**src/rtl/muldiv_iter.sv**
```systemverilog
// Iterative multiply/divide unit for the execute-stage HILO path.
// Signed/unsigned shift-add multiply and restoring divide, one bit per cycle,
// with flush abort, divide-by-zero reporting and back-to-back issue from DONE.
module muldiv_iter #(
    parameter int WIDTH = 32
) (
    input  logic             clk,
    input  logic             rst,
    input  logic             start,
    input  logic             op_div,
    input  logic             sign,
    input  logic [WIDTH-1:0] a,
    input  logic [WIDTH-1:0] b,
    input  logic             flush,
    output logic             busy,
    output logic             done,
    output logic [WIDTH-1:0] hi,
    output logic [WIDTH-1:0] lo,
    output logic             div_zero
);

    localparam logic [1:0] IDLE = 2'd0;
    localparam logic [1:0] CALC = 2'd1;
    localparam logic [1:0] FIX  = 2'd2;
    localparam logic [1:0] DONE = 2'd3;

    localparam int            CW   = (WIDTH > 1) ? $clog2(WIDTH) : 1;
    localparam logic [CW-1:0] LAST = CW'(WIDTH - 1);

    logic [1:0]         state;
    logic [CW-1:0]      cnt;
    logic               op_div_r;
    logic               neg_lo;     // negate product / quotient in FIX
    logic               neg_hi;     // negate remainder in FIX
    logic [WIDTH-1:0]   opa;        // |multiplicand|
    logic [WIDTH-1:0]   opb;        // |divisor|
    logic [2*WIDTH-1:0] acc;        // multiply accumulator {partial, multiplier}
    logic [WIDTH:0]     rem;        // partial remainder, one spare bit
    logic [WIDTH-1:0]   quot;       // dividend shifting out, quotient shifting in

    logic [WIDTH-1:0]   abs_a;
    logic [WIDTH-1:0]   abs_b;
    logic               accept;
    logic [WIDTH:0]     mul_sum;
    logic [WIDTH+1:0]   div_diff;
    logic               div_ge;
    logic [2*WIDTH-1:0] prod_fix;
    logic [WIDTH-1:0]   quot_fix;
    logic [WIDTH-1:0]   rem_fix;

    assign busy   = (state == CALC) || (state == FIX);
    assign done   = (state == DONE);
    assign accept = start && ((state == IDLE) || (state == DONE));
    assign abs_a  = (sign && a[WIDTH-1]) ? -a : a;
    assign abs_b  = (sign && b[WIDTH-1]) ? -b : b;

    // One multiply/divide iteration step and the FIX-stage sign correction.
    always_comb begin
        // NOTE: every output of a combinational block gets a default first, so no path leaves it unassigned and infers a latch.
        mul_sum  = '0;
        div_diff = '0;
        div_ge   = 1'b0;
        prod_fix = acc;
        quot_fix = quot;
        rem_fix  = rem[WIDTH-1:0];

        mul_sum  = {1'b0, acc[2*WIDTH-1:WIDTH]} + (acc[0] ? {1'b0, opa} : '0);
        // Borrow out of the top bit means the shifted remainder is below the divisor.
        div_diff = {rem, quot[WIDTH-1]} - {2'b00, opb};
        div_ge   = ~div_diff[WIDTH+1];

        if (neg_lo) begin
            prod_fix = -acc;
            quot_fix = -quot;
        end
        if (neg_hi) begin
            rem_fix = -rem[WIDTH-1:0];
        end
    end

    // Control FSM and datapath registers; priority rst > flush > start.
    always_ff @(posedge clk) begin
        // NOTE: sequential state uses non-blocking assignments so every register samples pre-edge values.
        if (rst) begin
            state    <= IDLE;
            cnt      <= '0;
            op_div_r <= 1'b0;
            neg_lo   <= 1'b0;
            neg_hi   <= 1'b0;
            opa      <= '0;
            opb      <= '0;
            acc      <= '0;
            rem      <= '0;
            quot     <= '0;
            hi       <= '0;
            lo       <= '0;
            div_zero <= 1'b0;
        end else if (flush) begin
            state <= IDLE;
        end else begin
            case (state)
                IDLE, DONE: begin
                    if (accept) begin
                        op_div_r <= op_div;
                        opa      <= abs_a;
                        opb      <= abs_b;
                        acc      <= {{WIDTH{1'b0}}, abs_b};
                        rem      <= '0;
                        quot     <= abs_a;
                        neg_lo   <= sign && (a[WIDTH-1] ^ b[WIDTH-1]);
                        neg_hi   <= sign && a[WIDTH-1];
                        cnt      <= '0;
                        div_zero <= 1'b0;
                        if (op_div && (b == '0)) begin
                            hi       <= a;
                            lo       <= '1;
                            div_zero <= 1'b1;
                            state    <= DONE;
                        end else begin
                            state <= CALC;
                        end
                    end else begin
                        state <= IDLE;
                    end
                end
                CALC: begin
                    if (op_div_r) begin
                        rem  <= div_ge ? div_diff[WIDTH:0] : {rem[WIDTH-1:0], quot[WIDTH-1]};
                        quot <= {quot[WIDTH-2:0], div_ge};
                    end else begin
                        acc <= {mul_sum, acc[WIDTH-1:1]};
                    end
                    cnt <= cnt + 1'b1;
                    if (cnt == LAST) begin
                        state <= FIX;
                    end
                end
                FIX: begin
                    if (op_div_r) begin
                        hi <= rem_fix;
                        lo <= quot_fix;
                    end else begin
                        hi <= prod_fix[2*WIDTH-1:WIDTH];
                        lo <= prod_fix[WIDTH-1:0];
                    end
                    state <= DONE;
                end
                default: state <= IDLE;
            endcase
        end
    end

endmodule

```
**config.mk**
```make
export PLATFORM = sky130hd
export DESIGN_NAME = muldiv_iter
export DESIGN_NICKNAME = d
export VERILOG_FILES = /design/src/rtl/muldiv_iter.sv
export SDC_FILE = /design/constraint.sdc
export NUM_CORES = 1
export LEC_CHECK = 0
export CAP_MARGIN = 20
export CORE_MARGIN = 4
export CORE_UTILIZATION = 38
export CTS_CLUSTER_DIAMETER = 200
export DETAILED_ROUTE_END_ITERATION = 8
export PLACE_DENSITY = 0.56
export SLEW_MARGIN = 30
export SYNTH_ARGS = -nofsm -noshare
export SYNTH_HDL_FRONTEND = slang
export SYNTH_SLANG_ARGS = --single-unit
```
**constraint.sdc**
```tcl
create_clock -name clk -period 3.2 [get_ports clk]
set_input_delay 0.32 -clock clk [delete_from_list [all_inputs] [get_ports clk]]
set_output_delay 0.32 -clock clk [all_outputs]
set_load 0.02 [all_outputs]
```
==> flow_summary.toml <==
[outcome]
status = "finished, final reports clean"

[routing]
drtAntennaViolNets = 0
dr.first_iter.drc_count = 1701
vias = 20400
viasPerCell = 5.70
routed_wl_um = 73100
drc = 0
wl_per_cell_um = 20.4
drt_first_pass_iters = 5

[final_layout]
finalNonFillerCells = 3578
nNetsFinal = 3032
drive_gt1_share_pct = 16.4
final-seq-area_sq_mm = 0.00537
multi_input_area_sq_mm = 0.0130
syn2layout_area_growth_pct = 30.0
num-fill-cells = 4865

[clock_tree]
htreeDepth = 2
clock_path_buffers = 3
cts_hold_buf = 0
clk_latency_ns = 0.57
cts-root-buf = "clkbuf_16"
numCtsBuffers = 35
clock_sinks = 268
path_clk_slew_ns = 0.06
cts_tree = "built"

[synth]
synth_top_family_by_area = "compound AO/OA/AOI/OAI gates"
yosys.area.top_type_share_pct = 28.3
ys_top_cells_by_area = "dfxtp_1, nand2_1, o21ai_0, a21oi_1, nor2_1"
synth.distinct_cells = 79
yosys.area_share.xor_xnor_pct = 8.13
synthesis.area_sq_mm = 0.0189
synth_fp_nets = 2703
synth_fa_ha_area_share_pct = 5.10
synthesis.instances = 2557
synth-edff-count = 0
async_reset_ff_share_pct = 0
muxShareOfSynthArea_pct = 4.05
avgSynthCellArea_sq_um = 7.41
ys_seq_elements = 268
synth-simple-area-share_pct = 22.5
synth_warnings = 0
ys_seq_area_share_pct = 28.3
synth_compound_area_share_pct = 26.8
yosys.area.top_type = "dfxtp_1"
synthFlopType = "dfxtp_1"

[place]
dp.cells = 3501
place.gp.congestion = 0.927
dp_hpwl_um = 55700
io_buffers = 136
dpl_worst_slack_ns = -0.277

[setup_path]
critPathKind = "reg2reg"
crit_path_start_kind = "register"
crit_start = "quot[31]"
r2r_start = "quot[31]"
arrival_ns = 3.56
cp_max_fo = 3
cp.required_ns = 3.66
r2r_slack_ns = 0.11
end_kind = "register"

[power]
powerDensity_mw_per_mm2 = 406
leakagePower_nw = 9.64
vdd_drop_max_mv = 0.316

[global_route]
grt_overflow_total = 0
grt_pass1_wl_um = 110000
grt_usage_pct = 25.9
antenna_found_initial = 0
grt_pass1_vias = 19000
grt_max_degree = 122

[sta]
finalCriticalPeriod_ns = 3.09
fmax_mhz = 323
worstMarginPinSlew_ns = 0.889
rsz0062_at_grt = "true"
worst_slack_ns = 0.108
holdWs_ns = 0.163
relSlewSlack_pct = 40.7
fin_skew_ns = 0.0320
report.final.setup_viol = 0
drv_slew = 0
fin_crit_sh_pct = 96.6
finalHoldViolCount = 0

[die]
die_h_um = 231
pin_count = 137
die_x_um = 231
fp-row-count = 81
initial_core_util_pct = 38.5
fp.dieArea_sq_mm = 0.0535
core_sq_mm = 0.0492

[hold_path]
min_path_type = "in2reg"
hold_start = "rst"

[job]
drv_cap = 0
[critical path, stage by stage, from the launching register on]
cell and delay, ns:
dfxtp_1 0.31, inv_1 0.07, ha_1 0.18, inv_1 0.07
fa_2 0.34, a211o_1 0.34, a211oi_2 0.24, buf_4 0.15
o2111ai_2 0.13, a31oi_2 0.26, o21ai_2 0.14, a311oi_2 0.30
buf_4 0.15, xnor2_1 0.11, mux2i_1 0.09, o21ai_0 0.13
[where the power goes]
group | switching (W) | internal, W | leakage, nW | total [W]
Combinational | 0.00148 | 0.00104 | 6.91 | 0.00251
Clock | 0.00160 | 0.00229 | 0.550 | 0.00388
Sequential | 0.000123 | 0.00349 | 2.18 | 0.00361
[final cells by class]
class / instances / share of cell area, %
flip-flops and latches: 268 / 21.8
inverters: 71 / 1.08
clock buffers: 57 / 4.34
multi-input cells: 2042 / 52.7
repair buffers: 468 / 16.5
diodes: 2 / 0.0203
well taps: 664 / 3.37
clock inverters: 6 / 0.183
[timing repair]
action,4_1_cts,5_1_grt
gates cloned,0,2
setup buffers,0,10
setup endpoints to repair,35,60
pin swaps,2,22
gates resized for setup,15,59
[cells in the final DEF, fill, tap and decap left out, types with 10 or more instances in the layout]
| master | count |
|---|---|
| and2_1 | 40 |
| mux4_2 | 10 |
| a21oi_2 | 10 |
| o31ai_1 | 42 |
| clkdlybuf4s50_1 | 135 |
| nor2_1 | 252 |
| o41ai_1 | 10 |
| a22oi_1 | 11 |
| a311oi_1 | 11 |
| mux2i_1 | 51 |
| nor4_1 | 18 |
| o21ai_0 | 190 |
| ha_1 | 69 |
| o22ai_1 | 17 |
| nand2b_1 | 15 |
| and3_1 | 10 |
| clkbuf_16 | 38 |
| buf_4 | 315 |
| o211ai_1 | 17 |
| nand4_1 | 17 |
| clkbuf_1 | 12 |
| dfxtp_1 | 263 |
| nor2b_1 | 15 |
| o21a_1 | 17 |
| nand2_1 | 361 |
| or3_1 | 35 |
| or4_1 | 23 |
| nand3_1 | 50 |
| buf_12 | 13 |
| nor3_1 | 55 |
| a31oi_1 | 20 |
| o221ai_1 | 10 |
| a211oi_1 | 107 |
| xor2_1 | 76 |
| a21o_1 | 42 |
| o21ai_1 | 15 |
| xnor2_1 | 98 |
| inv_1 | 68 |
| a21oi_1 | 182 |
[flip-flops by register name (all words and copies together) (netlist names)]
signal,flops
neg_lo,1
cnt,5
lo,32
opa,32
opb,32
acc,64
op_div_r,1
neg_hi,1
quot,32
state,2
div_zero,1
rem,33
hi,32
[metal layers]
layer,up-vias,share of wire (%),global-route usage [%]
met2,613,46,41.7
li1,9893,-,-
met1,9768,45,35.6
met4,0,3.3,9.32
met3,116,5.7,3.23
met5,-,0,0
[cells in the mapped netlist (16+ instances only)]
| cell type | number |
|---|---|
| a211oi_1 | 111 |
| a21o_1 | 42 |
| a21oi_1 | 192 |
| a31oi_1 | 21 |
| and2_1 | 40 |
| buf_2 | 18 |
| clkbuf_1 | 142 |
| dfxtp_1 | 268 |
| ha_1 | 74 |
| inv_1 | 69 |
| mux2i_1 | 53 |
| nand2_1 | 363 |
| nand3_1 | 50 |
| nand4_1 | 17 |
| nor2_1 | 255 |
| nor2b_1 | 16 |
| nor3_1 | 55 |
| nor4_1 | 22 |
| o211ai_1 | 17 |
| o21a_1 | 17 |
| o21ai_0 | 203 |
| o22ai_1 | 17 |
| o31ai_1 | 48 |
| or3_1 | 35 |
| or4_1 | 24 |
| xnor2_1 | 98 |
| xor2_1 | 76 |
[per-stage QoR]
step | utilization, % | instance area (sq um) | total power [W] | setup TNS (ns)
finish | 50.1 | 24600 | 0.0100 | 0
detailed placement | 46.9 | 23100 | 0.00608 | -12.54
CTS | 49.4 | 24300 | 0.00999 | 0
floorplan | - | 19000 | 0.00500 | 0
global placement | 46.9 | 23100 | 0.00605 | -9.14
global route | 50.1 | 24600 | 0.0104 | -0.224
[final timing paths]
path	depth (start not counted)	end
setup / recovery	15	rem[30]
hold / removal	2	acc[9]
setup reg to reg	15	rem[30]
hold reg to reg	2	cnt[4]
[kinds of logic after synthesis]
family	count (synthesis)
adders and majority gates	76
AOI/OAI and AO/OA	795
muxes	64
DFF	268
and+or+nand+nor	932
xor gates and xnor gates	175
buffers and inverters	247
Note: power is estimated with default switching activity, not from simulation.
